### src/rtl/yin_pkg.sv
// Shared YIN definitions: sweep FSM states, default lag range and accumulator sizing.
package yin_pkg;

  localparam int unsigned YIN_TAU_MIN = 1;
  localparam int unsigned YIN_TAU_MAX = 40;

  typedef enum logic [2:0] {
    IDLE,
    RD_A,
    RD_B,
    FLUSH,
    EMIT,
    FIN
  } state_t;

  // N squared differences of DATA_WIDTH-bit samples fit in 2*DATA_WIDTH + log2(N) bits.
  function automatic int unsigned acc_width(input int unsigned data_width,
                                            input int unsigned window_size_bits);
    return 2 * data_width + window_size_bits;
  endfunction

endpackage

### src/rtl/yin_diff_sweep_sq_diff_acc.sv
// Squared-difference accumulator: holds x[j], subtracts x[j+tau], squares and sums.
module sq_diff_acc #(
  parameter int unsigned DATA_WIDTH = 8,
  parameter int unsigned ACC_WIDTH  = 24
) (
  input  logic                  clk,
  input  logic                  reset_n,
  input  logic                  clr,
  input  logic                  load_a,
  input  logic                  acc_en,
  input  logic [DATA_WIDTH-1:0] din,
  output logic [ACC_WIDTH-1:0]  acc
);

  logic [DATA_WIDTH-1:0]          a_reg;
  logic signed [DATA_WIDTH:0]     diff;
  logic signed [2*DATA_WIDTH+1:0] sq;

  always_comb begin
    diff = $signed({1'b0, a_reg}) - $signed({1'b0, din});
    sq   = diff * diff;
  end

  always_ff @(posedge clk or negedge reset_n) begin
    if (!reset_n) begin
      a_reg <= '0;
      acc   <= '0;
    end else begin
      if (load_a) a_reg <= din;
      if (clr)
        acc <= '0;
      else if (acc_en)
        acc <= acc + ACC_WIDTH'($unsigned(sq));
    end
  end

endmodule

### src/rtl/yin_diff_sweep.sv
// YIN difference-function sweep: reads the window from sample RAM for each lag,
// streams d(tau), tracks the minimum and optionally stops below a threshold.
module yin_diff_sweep
  import yin_pkg::*;
#(
  parameter int unsigned DATA_WIDTH       = 8,
  parameter int unsigned WINDOW_SIZE_BITS = 8,
  parameter int unsigned ADDR_WIDTH       = 16,
  parameter int unsigned TAU_BITS         = 6,
  parameter int unsigned TAU_MIN          = YIN_TAU_MIN,
  parameter int unsigned TAU_MAX          = YIN_TAU_MAX,
  parameter int unsigned ACC_WIDTH        = acc_width(DATA_WIDTH, WINDOW_SIZE_BITS)
) (
  input  logic                  clk,
  input  logic                  reset_n,
  input  logic                  start,
  input  logic [ADDR_WIDTH-1:0] base_addr,
  input  logic                  early_stop,
  input  logic [ACC_WIDTH-1:0]  threshold,
  output logic [ADDR_WIDTH-1:0] mem_addr,
  output logic                  mem_rd_en,
  input  logic [DATA_WIDTH-1:0] mem_data,
  output logic                  busy,
  output logic                  res_valid,
  output logic [TAU_BITS-1:0]   res_tau,
  output logic [ACC_WIDTH-1:0]  res_diff,
  output logic                  done,
  output logic [TAU_BITS-1:0]   best_tau,
  output logic [ACC_WIDTH-1:0]  best_diff,
  output logic                  hit
);

  localparam logic [TAU_BITS-1:0]         TAU_LO = TAU_BITS'(TAU_MIN);
  localparam logic [TAU_BITS-1:0]         TAU_HI = TAU_BITS'(TAU_MAX);
  localparam logic [WINDOW_SIZE_BITS-1:0] J_LAST = '1;

  state_t                      state, state_nxt;
  logic [WINDOW_SIZE_BITS-1:0] j, j_nxt;
  logic [TAU_BITS-1:0]         tau, tau_nxt;
  logic [ADDR_WIDTH-1:0]       base_q, addr_nxt;
  logic                        es_q;
  logic [ACC_WIDTH-1:0]        thr_q;
  logic [ACC_WIDTH-1:0]        acc;
  logic                        acc_clr, acc_en, a_load;
  logic                        accept, stop_hit;
  logic [TAU_BITS-1:0]         res_tau_q;
  logic [ACC_WIDTH-1:0]        res_diff_q;

  sq_diff_acc #(
    .DATA_WIDTH (DATA_WIDTH),
    .ACC_WIDTH  (ACC_WIDTH)
  ) u_acc (
    .clk     (clk),
    .reset_n (reset_n),
    .clr     (acc_clr),
    .load_a  (a_load),
    .acc_en  (acc_en),
    .din     (mem_data),
    .acc     (acc)
  );

  // mem_addr is registered, so the address for the next state is computed here.
  always_comb begin
    state_nxt = state;
    j_nxt     = j;
    tau_nxt   = tau;
    addr_nxt  = mem_addr;
    acc_clr   = 1'b0;
    acc_en    = 1'b0;
    a_load    = 1'b0;
    accept    = 1'b0;
    stop_hit  = es_q && (acc < thr_q);
    case (state)
      IDLE: begin
        if (start) begin
          accept    = 1'b1;
          acc_clr   = 1'b1;
          j_nxt     = '0;
          tau_nxt   = TAU_LO;
          addr_nxt  = base_addr;
          state_nxt = RD_A;
        end
      end
      RD_A: begin
        acc_en    = (j != '0);
        addr_nxt  = base_q + ADDR_WIDTH'(j) + ADDR_WIDTH'(tau);
        state_nxt = RD_B;
      end
      RD_B: begin
        a_load = 1'b1;
        if (j == J_LAST) begin
          state_nxt = FLUSH;
        end else begin
          j_nxt     = j + 1'b1;
          addr_nxt  = base_q + ADDR_WIDTH'(j) + ADDR_WIDTH'(1);
          state_nxt = RD_A;
        end
      end
      FLUSH: begin
        acc_en    = 1'b1;
        state_nxt = EMIT;
      end
      EMIT: begin
        if (stop_hit || tau == TAU_HI) begin
          state_nxt = FIN;
        end else begin
          tau_nxt   = tau + 1'b1;
          j_nxt     = '0;
          acc_clr   = 1'b1;
          addr_nxt  = base_q;
          state_nxt = RD_A;
        end
      end
      FIN:     state_nxt = IDLE;
      default: state_nxt = IDLE;
    endcase
  end

  always_ff @(posedge clk or negedge reset_n) begin
    if (!reset_n) begin
      state      <= IDLE;
      j          <= '0;
      tau        <= '0;
      mem_addr   <= '0;
      base_q     <= '0;
      es_q       <= 1'b0;
      thr_q      <= '0;
      best_tau   <= '0;
      best_diff  <= '0;
      hit        <= 1'b0;
      res_tau_q  <= '0;
      res_diff_q <= '0;
    end else begin
      state    <= state_nxt;
      j        <= j_nxt;
      tau      <= tau_nxt;
      mem_addr <= addr_nxt;
      if (accept) begin
        base_q    <= base_addr;
        es_q      <= early_stop;
        thr_q     <= threshold;
        best_tau  <= TAU_LO;
        best_diff <= '1;
        hit       <= 1'b0;
      end
      if (state == EMIT) begin
        res_tau_q  <= tau;
        res_diff_q <= acc;
        if (acc < best_diff) begin
          best_tau  <= tau;
          best_diff <= acc;
        end
        if (stop_hit) hit <= 1'b1;
      end
    end
  end

  assign mem_rd_en = (state == RD_A) || (state == RD_B);
  assign busy      = (state == RD_A) || (state == RD_B) || (state == FLUSH) || (state == EMIT);
  assign res_valid = (state == EMIT);
  assign done      = (state == FIN);
  assign res_tau   = res_valid ? tau : res_tau_q;
  assign res_diff  = res_valid ? acc : res_diff_q;

endmodule

### config.mk
export PLATFORM = sky130hd
export DESIGN_NAME = yin_diff_sweep
export DESIGN_NICKNAME = d
export VERILOG_FILES = /design/src/rtl/yin_pkg.sv /design/src/rtl/yin_diff_sweep_sq_diff_acc.sv /design/src/rtl/yin_diff_sweep.sv
export SDC_FILE = /design/constraint.sdc
export NUM_CORES = 1
export LEC_CHECK = 0
export BUFFER_PORTS_ARGS = -buffer_cell sky130_fd_sc_hd__clkbuf_2
export CAP_MARGIN = 30
export CORE_ASPECT_RATIO = 0.7
export CORE_UTILIZATION = 45
export CTS_CLUSTER_DIAMETER = 120
export DETAILED_ROUTE_END_ITERATION = 10
export PLACE_DENSITY = 0.69
export RECOVER_POWER = 50
export SYNTH_ARGS = -nofsm -noshare
export SYNTH_HDL_FRONTEND = slang
export SYNTH_SLANG_ARGS = --single-unit
export TNS_END_PERCENT = 100
### constraint.sdc
create_clock -name clk -period 8.01 [get_ports clk]
set_input_delay 1.602 -clock clk [delete_from_list [all_inputs] [get_ports clk]]
set_output_delay 1.602 -clock clk [all_outputs]
set_load 0.02 [all_outputs]
==> flow_summary.yaml, run 1 <==
worst_setup_path:
  worstSetupEndpointType: "flip-flop"
  path_class: "primary input to flip-flop"
  startpoint_type: "primary input"
  crit_top_cell: "fa_1"
  crit_family: "adder cells"
  critPathMaxStageDelay_ns: 0.53
  cp.depth: 35
  reg2reg_depth: 35
  critPathBufInv: 7
  critPathSlowestCell: "fa_1"
  cp_data_required_time_ns: 8.34
  crit_arrival_ns: 8.90
  critPathMaxFanout: 4
clock_network:
  cts_root_buf: "clkbuf_16"
  clock-sinks: 167
  clock_latency_ns: 0.46
  path_clk_slew_ns: 0.07
  cts_tree: "built"
  cts_max_level: 4
  clk_path_buf_depth: 2
  cts_buffers: 17
synthesis:
  ys_ff_latch: 167
  ys_types: 77
  synth.top_cell.area_share_pct: 32.86
  synth_flop_cell: "dfrtp_1"
  yosys_warnings: 0
  ys_seq_area_share_pct: 32.86
  avgSynthCellArea_um2: 8.950
  synth_top_cell_by_area: "dfrtp_1"
  synthTopCellsByArea: "dfrtp_1 (33%), ha_1 (13%), fa_1 (9.3%), nand2_1 (6.1%), inv_1 (4.9%)"
  synth_edf_count: 0
  synth_nets: 1666
  postSynthCellCount: 1421
  ys_async_sr_fraction_pct: 100.0
  syn_area_mm2: 0.01272
route:
  ant_nets: 0
  drtIter0Drc: 734
  route.detailed.drc: 0
  wl_per_cell_um: 16.96
  wirelength_um: 34550
  vias_per_cell: 5.433
  vias: 11067
  first_pass_iters: 5
timing:
  finalMaxSlewViolations: 212
  maxSlewHeadroom_pct: -130.3
  final.period_utilization_pct: 107.1
  rsz0062_at_grt: "true"
  setup_ws_ns: -0.5651
  clock.fmax_mhz: 116.6
  worstMarginPinSlew_ns: 3.455
  hold_viol_final: 0
  setup_viol: 11
  fin_crit_ns: 8.575
  clock_skew_ns: 0.01318
run:
  max_cap_violations: 4
final_layout:
  nNetsFinal: 1897
  drive_gt1_share_pct: 23.96
  fillers: 2516
  multi_input_area_mm2: 0.008005
  postLayoutCellArea_mm2: 0.01558
  utilization_pct: 56.14
  area_growth_pct: 22.53
  seqCellArea_mm2: 0.004179
global_route:
  grt.total_usage_pct: 24.86
  antenna_found_initial: 2
  grt_max_degree: 61
  grt_pass1_vias: 10900
  grt_overflow: 0
  grt_pass1_wl_um: 56520
floorplanning:
  die_area_mm2: 0.02895
  die_y_um: 142.7
  die_w_um: 202.9
  num_rows: 51
  start_util_pct: 45.82
  io_pins: 133
  coreArea_mm2: 0.02776
status:
  failed_checks: "max-capacitance violations, max-slew violations, negative setup slack"
  outcome: "finished, violations left"
placed_design:
  port_buffers: 132
  postPlaceCellArea_mm2: 0.01467
  hpwl_um: 26370
  gp_congestion: 0.9379
worst_hold_path:
  hold_depth: 2
  hold_class: "flip-flop to flip-flop"
## per-layer routing
metal,track usage [%],share of wire [%],wire length (um),vias to the layer above
li1,-,-,-,5305
met2,35.90,42,14590,310
met5,0,0.038,13,-
met3,3.628,5.4,1870,45
met1,38.07,51,17520,5405
met4,7.400,1.6,547,2
## cell type report
type	count	share of cell area [%]
Clock buffer	19	2.842
Inverter	167	4.119
Sequential cell	167	26.82
Timing Repair Buffer	266	10.77
Antenna cell	1	0.01606
Clock inverter	13	1.084
Tap cell	371	2.979
Multi-Input combinational cell	1033	51.37
## placed cells by master, fill, tap and decap left out, drive strengths merged, types with 14 or more instances in the layout
cell type and instances:
a21o 27, o21a 15, nor3 18, ha 134, fa 59, mux2 25, or3 14, o21ai 77
dfrtp 167, nor2b 14, nand3 20, a211oi 14, inv 169, nand2 207, nor2 79, a21oi 99
clkbuf 155, buf 130, xnor2 46, a31oi 34
## worst paths after layout
check	end	slack [ns]	from
max reg2reg	u_acc.acc[23]$_DFFE_PN0P_	0.16	u_acc.a_reg[0]$_DFFE_PN0P_
max	u_acc.acc[23]$_DFFE_PN0P_	-0.57	mem_data[0]
min	res_diff_q[5]$_DFF_PN0_	0.48	res_diff_q[5]$_DFF_PN0_
min reg2reg	res_diff_q[5]$_DFF_PN0_	0.48	res_diff_q[5]$_DFF_PN0_
min in group asynchronous	mem_addr[1]$_DFFE_PN0P_	2.31	reset_n
max in group asynchronous	u_acc.acc[4]$_DFFE_PN0P_	1.68	reset_n
## logic make-up after synthesis
family,Yosys count,synth area share [%]
xor gates and xnor gates,58,3.994
and+or+nand+nor,421,15.05
AOI/OAI and AO/OA,331,16.48
adders and majority gates,194,22.55
muxes,29,2.528
DFF,167,32.86
buffers and inverters,221,6.542
## Yosys cell counts (7+ instances only)
cell        n
a211oi_1   11
nor3_1     18
nand3_1    20
or3_1      14
clkbuf_1   50
xor2_1     12
a31oi_1    34
fa_1       59
mux2_2     25
xnor2_1    46
inv_1     165
nand2_1   207
dfrtp_1   167
o21ai_0    70
nand2b_1   11
nand4_1     9
nor2_1     79
o21a_1     15
and2_1     11
ha_1      134
nor2b_1    14
a21o_1     27
a22oi_1     9
o21ai_1     7
a21oi_1    97
## timing repair
action | CTS | global route
hold buffers | 0 | 0
buffers inserted | 11 | 10
endpoints found under the setup margin | 11 | 12
gates resized for setup | 26 | 24
pin swaps | 42 | 42
## worst register-to-register path, delay by kind of cell, from the launching register on
kind                     cells  cell delay, ns
AO/OA/AOI/OAI               10            2.20
adder cells (fa/ha/maj)      9            3.47
flip-flops                   1            0.36
XOR/XNOR                     1            0.19
buffers and inverters        7            0.61
AND/OR/NAND/NOR              8            0.92
## through the flow
step | setup TNS (ns) | worst slack (ns) | hold WS, ns | cells
CTS | -3.939 | -0.6214 | 0.4788 | 2028
finish | -4.568 | -0.5651 | 0.4761 | 2037
detailed placement | -10.87 | -1.171 | 0.4609 | 1985
floorplan | -4.377 | -0.7076 | 0.4723 | 1421
global placement | -9.493 | -1.046 | 0.4512 | 1984
global route | -8.013 | -0.8699 | 0.4907 | 2037
Power of run 1 is left out: the tool's default activity adds up to more than one toggle a clock period on the data nets, which glitch-free logic cannot reach.
==> inputs of run 2 (changes only) <==
--- a/config.mk
+++ b/config.mk
@@ -13,7 +13,7 @@
 export DETAILED_ROUTE_END_ITERATION = 10
 export PLACE_DENSITY = 0.69
 export RECOVER_POWER = 50
+export SKIP_LAST_GASP = 1
 export SYNTH_ARGS = -nofsm -noshare
 export SYNTH_HDL_FRONTEND = slang
 export SYNTH_SLANG_ARGS = --single-unit
-export TNS_END_PERCENT = 100
==> run 2 against run 1 <==
Against the previous run:
- the flow still finishes with violations (max-capacitance violations, max-slew violations, negative setup slack)
- clock skew about the same
- wire length about the same
- die area unchanged
- register-to-register slack about the same
- count of clock-buffer cells in the layout unchanged
- non-clock buffer count unchanged
- flip-flop and latch count unchanged
- critical path type unchanged
==> flow_summary.yaml, run 2 (synthesis gave the netlist of run 1 again) <==
route:
  met2RoutedLength_um: 14520
  wirelength_um: 34540
  vias_per_cell: 5.426
  wl_per_cell_um: 16.96
  vias: 11052
  route.detailed.drc: 0
  wl_met3_um: 1909
  top_layer_used: "met5"
  first_pass_iters: 5
  wl_met1_um: 17510
  ant_nets: 0
  drtIter0Drc: 797
global_route:
  grt.total_usage_pct: 24.83
  grt_pass1_wl_um: 56460
  grt_max_degree: 61
  grt_pass1_vias: 10886
  antenna_found_initial: 2
  grt_overflow: 0
final_layout:
  seqCellArea_mm2: 0.004179
  mostFrequentLayoutCells: "nand2_1 (205), dfrtp_1 (167), inv_1 (155)"
  multi_input_area_mm2: 0.008003
  fillers: 2518
  drive_gt1_share_pct: 23.90
  nNetsFinal: 1897
  area_growth_pct: 22.51
  final_common_cell: "nand2_1"
worst_setup_path:
  path_class: "primary input to flip-flop"
  cp_data_required_time_ns: 8.34
  critPathBufInv: 7
  startpoint_type: "primary input"
  crit_family: "adder cells"
  critPathSlowestCell: "fa_1"
  critPathMaxStageDelay_ns: 0.53
  worstSetupEndpointType: "flip-flop"
  critPathMaxFanout: 4
  crit_top_cell: "fa_1"
  crit_arrival_ns: 8.90
status:
  failed_checks: "max-capacitance violations, max-slew violations, negative setup slack"
  outcome: "finished, violations left"
clock_network:
  clock_latency_ns: 0.46
  clk_path_buf_depth: 2
  cts_root_buf: "clkbuf_16"
  path_clk_slew_ns: 0.07
  clock-sinks: 167
  cts_max_level: 4
  cts_tree: "built"
  cts_buffers: 17
timing:
  fin_crit_ns: 8.572
  clock.fmax_mhz: 116.7
  hold_viol_final: 0
  final.period_utilization_pct: 107.0
  clock_skew_ns: 0.01322
  setup_viol: 11
  finalMaxSlewViolations: 212
  worstMarginPinSlew_ns: 3.470
  maxSlewHeadroom_pct: -131.3
  rsz0062_at_grt: "true"
  setup_ws_ns: -0.5622
placed_design:
  gp_congestion: 0.9379
  dp_slack_ns: -1.171
  port_buffers: 132
  hpwl_um: 26370
floorplanning:
  start_util_pct: 45.82
  coreArea_mm2: 0.02776
  num_rows: 51
  die_y_um: 142.7
  io_pins: 133
  die_area_mm2: 0.02895
  die_w_um: 202.9
run:
  max_cap_violations: 4
worst_hold_path:
  hold_class: "flip-flop to flip-flop"
==> run 2: cell counts in the layout (fill, tap and decap cells not counted) <==
No cell type changed its count.
==> run 2: through the flow <==
step / setup TNS (ns) / std cells / instance area, um2 / utilization (%) / hold WS [ns]
after detailed placement: -10.87 / 1985 / 14670 / 52.84 / 0.4609
after CTS: -3.960 / 2028 / 15450 / 55.66 / 0.4788
after global placement: -9.493 / 1984 / 14650 / 52.79 / 0.4512
after global routing: -8.072 / 2037 / 15580 / 56.13 / 0.4907
after floorplan: -4.377 / 1421 / 12860 / - / 0.4723
final: -4.570 / 2037 / 15580 / 56.13 / 0.4761
==> run 2: worst min-delay path, cell delays in order, from the launching register on <==
cell,delay [ns]
dfrtp_1,0.32
nand2_1,0.04
nand2_1,0.07
==> run 2: area by class of cell <==
cell class / count / share of cell area [%]
clock buffers: 19 / 2.843
multi-input cells: 1033 / 51.36
inverters: 167 / 4.119
diodes: 1 / 0.01606
flip-flops and latches: 167 / 26.82
well taps: 371 / 2.979
repair buffers: 266 / 10.78
clock inverters: 13 / 1.084
==> run 2: layer usage <==
layer  vias up  GRT usage [%]
met3        43          3.628
met5         -              0
met2       302          35.83
met4         2          7.400
li1       5297              -
met1      5408          38.06
==> run 2: path summary, 6_finish.rpt <==
kind / startpoint / end / slack [ns] / cells past startpoint
max: mem_data[0] / u_acc.acc[23]$_DFFE_PN0P_ / -0.56 / 35
min: res_diff_q[5]$_DFF_PN0_ / res_diff_q[5]$_DFF_PN0_ / 0.48 / 2
max reg2reg: u_acc.a_reg[0]$_DFFE_PN0P_ / u_acc.acc[23]$_DFFE_PN0P_ / 0.16 / 35
min reg2reg: res_diff_q[5]$_DFF_PN0_ / res_diff_q[5]$_DFF_PN0_ / 0.48 / 2
max in group asynchronous: reset_n / u_acc.acc[4]$_DFFE_PN0P_ / 1.66 / 2
min in group asynchronous: reset_n / mem_addr[1]$_DFFE_PN0P_ / 2.31 / 1
==> run 2: timing repair <==
action / 4_1_cts / 5_1_grt
resized for setup: 24 / 25
endpoints found under the setup margin: 11 / 12
setup buffers: 11 / 10
hold buffers: 0 / 0
pin swaps: 42 / 42
Power of run 2 is left out for the same reason.
==> inputs of run 3 (changes only) <==
--- a/config.mk
+++ b/config.mk
@@ -11,7 +11,7 @@
 export CORE_UTILIZATION = 45
 export CTS_CLUSTER_DIAMETER = 120
 export DETAILED_ROUTE_END_ITERATION = 10
-export PLACE_DENSITY = 0.69
+export PLACE_DENSITY = 0.72
 export RECOVER_POWER = 50
 export SKIP_LAST_GASP = 1
 export SYNTH_ARGS = -nofsm -noshare
==> run 3 against run 2 <==
Against the previous run:
- the flow finishes with violations (design-rule violations, max-capacitance violations, max-slew violations, negative setup slack)
- sequential share of layout area shrank 0.18 points
- flip-flop and latch count is the same
- non-clock buffer count up 4
- global-route usage up 0.55 points
- highest routed layer is now met4
- hold slack got worse by 0.0069 ns
- setup slack got worse by 0.00090 ns
- clock skew is 0.00056 ns higher
- critical path depth increased by 1
- critical endpoint is now u_acc.acc[21]$_DFFE_PN0P_
- first-iteration DRC count shrank 6.1%
- die area unchanged
- largest cell class unchanged
- final cell count hardly changed
- utilization up 0.38 points
==> flow_summary.yaml, run 3 (synthesis gave the netlist of run 1 again) <==
global_route:
  grt.total_usage_pct: 25.38
  antenna_found_initial: 0
  grt_pass1_vias: 11056
  grt_pass1_wl_um: 57540
  grt_max_degree: 82
  grt_overflow: 0
route:
  vias: 11289
  vias_per_cell: 5.537
  wirelength_um: 35770
  route.detailed.drc: 2
  ant_nets: 0
  first_pass_iters: 8
  drtIter0Drc: 748
  wl_per_cell_um: 17.54
clock_network:
  clock-sinks: 167
  ctsHoldBuffers: 0
  cts_buffers: 17
  clock_latency_ns: 0.45
  path_clk_slew_ns: 0.07
  cts_max_level: 4
  cts_tree: "built"
  cts_root_buf: "clkbuf_16"
  clk_path_buf_depth: 2
timing:
  finalMaxSlewViolations: 289
  timing.hold.ws_ns: 0.4693
  maxSlewHeadroom_pct: -210.5
  hold_viol_final: 0
  setup_ws_ns: -0.5631
  setup_viol: 11
  final.period_utilization_pct: 107.0
  fin_crit_ns: 8.573
  clock_skew_ns: 0.01377
  worstMarginPinSlew_ns: 4.657
  rsz0062_at_grt: "true"
  clock.fmax_mhz: 116.6
worst_setup_path:
  critPathSlowestCell: "fa_1"
  startpoint_type: "primary input"
  crit_family: "adder cells"
  worstSetupEndpointType: "flip-flop"
  path_class: "primary input to flip-flop"
  critPathMaxStageDelay_ns: 0.52
  critPathBufInv: 7
  critPathMaxFanout: 4
  crit_top_cell: "fa_1"
  cp_data_required_time_ns: 8.33
  crit_arrival_ns: 8.89
final_layout:
  nNetsFinal: 1901
  final_common_cell: "nand2_1"
  fillers: 2470
  area_growth_pct: 23.34
  drive_gt1_share_pct: 23.68
  num_antenna_cells: 0
  mostFrequentLayoutCells: "nand2_1 (204), dfrtp_1 (167), inv_1 (159)"
placed_design:
  gp_congestion: 0.8921
  hpwl_um: 26660
  port_buffers: 132
floorplanning:
  coreArea_mm2: 0.02776
  num_rows: 51
  die_y_um: 142.7
  io_pins: 133
  start_util_pct: 45.82
  die_w_um: 202.9
  die_area_mm2: 0.02895
status:
  failed_checks: "design-rule violations, max-capacitance violations, max-slew violations, negative setup slack"
  outcome: "finished, violations left"
worst_hold_path:
  hold_class: "flip-flop to flip-flop"
run:
  max_cap_violations: 6
==> run 3: cell count changes in the layout (fill, tap and decap cells not counted), sizes merged <==
cell / delta
clkinv: +4
buf: +3
bufinv: -2
clkinvlp: -1
diode: -1
inv: -1
==> run 3: final cells by class <==
| type | instances | area [um2] | area share (%) |
|---|---|---|---|
| Multi-Input combinational cell | 1033 | 8129 | 51.82 |
| Tap cell | 371 | 464.2 | 2.959 |
| Inverter | 167 | 641.9 | 4.092 |
| Timing Repair Buffer | 270 | 1715 | 10.94 |
| Sequential cell | 167 | 4179 | 26.64 |
| Clock inverter | 13 | 127.6 | 0.8136 |
| Clock buffer | 18 | 429.2 | 2.736 |
==> run 3: metrics by stage <==
stage          setup TNS [ns]  setup slack, ns  utilization [%]  cells  instance area, um2
4_1_cts                -4.359          -0.6252            55.86   2032               15500
3_5_place_dp           -10.86           -1.176            52.97   1988               14700
6_report               -4.264          -0.5631            56.51   2039               15690
3_3_place_gp           -9.578           -1.008            52.87   1987               14680
5_1_grt                -7.027          -0.8327            56.51   2039               15690
2_1_floorplan          -4.377          -0.7076                -   1421               12860
==> run 3: what timing repair did <==
item	in CTS	in global routing
hold endpoints to repair	0	0
resized for setup	30	37
endpoints found under the setup margin	12	12
pin swaps	52	41
setup buffers	13	8
cloned	0	0
==> run 3: worst paths after layout <==
check | start | endpoint | slack, ns | depth (start not counted)
worst max-delay path | mem_data[0] | u_acc.acc[21]$_DFFE_PN0P_ | -0.56 | 36
worst min-delay path | res_diff_q[13]$_DFF_PN0_ | res_diff_q[13]$_DFF_PN0_ | 0.47 | 2
worst max register to register | u_acc.a_reg[0]$_DFFE_PN0P_ | u_acc.acc[21]$_DFFE_PN0P_ | 0.14 | 36
worst min register to register | res_diff_q[13]$_DFF_PN0_ | res_diff_q[13]$_DFF_PN0_ | 0.47 | 2
max in group asynchronous | reset_n | res_diff_q[19]$_DFF_PN0_ | 1.69 | 2
min in group asynchronous | reset_n | base_q[11]$_DFFE_PN0P_ | 2.83 | 1
==> run 3: metal layers <==
metal / up-vias / GRT usage [%] / wire length (um)
met2: 409 / 37.17 / 15310
li1: 5307 / - / -
met3: 42 / 5.066 / 2617
met1: 5531 / 38.05 / 17250
met4: 0 / 6.332 / 590
met5: - / 0 / 0
==> run 3: worst reg2reg max path, delay by kind of cell, from the launching register on <==
family,cells,cell delay [ns]
AO/OA/AOI/OAI,11,2.43
XOR/XNOR,1,0.19
adder cells (fa/ha/maj),9,3.47
buffers and inverters,7,0.57
flip-flops,1,0.36
AND/OR/NAND/NOR,8,0.72
Power of run 3 is left out for the same reason.
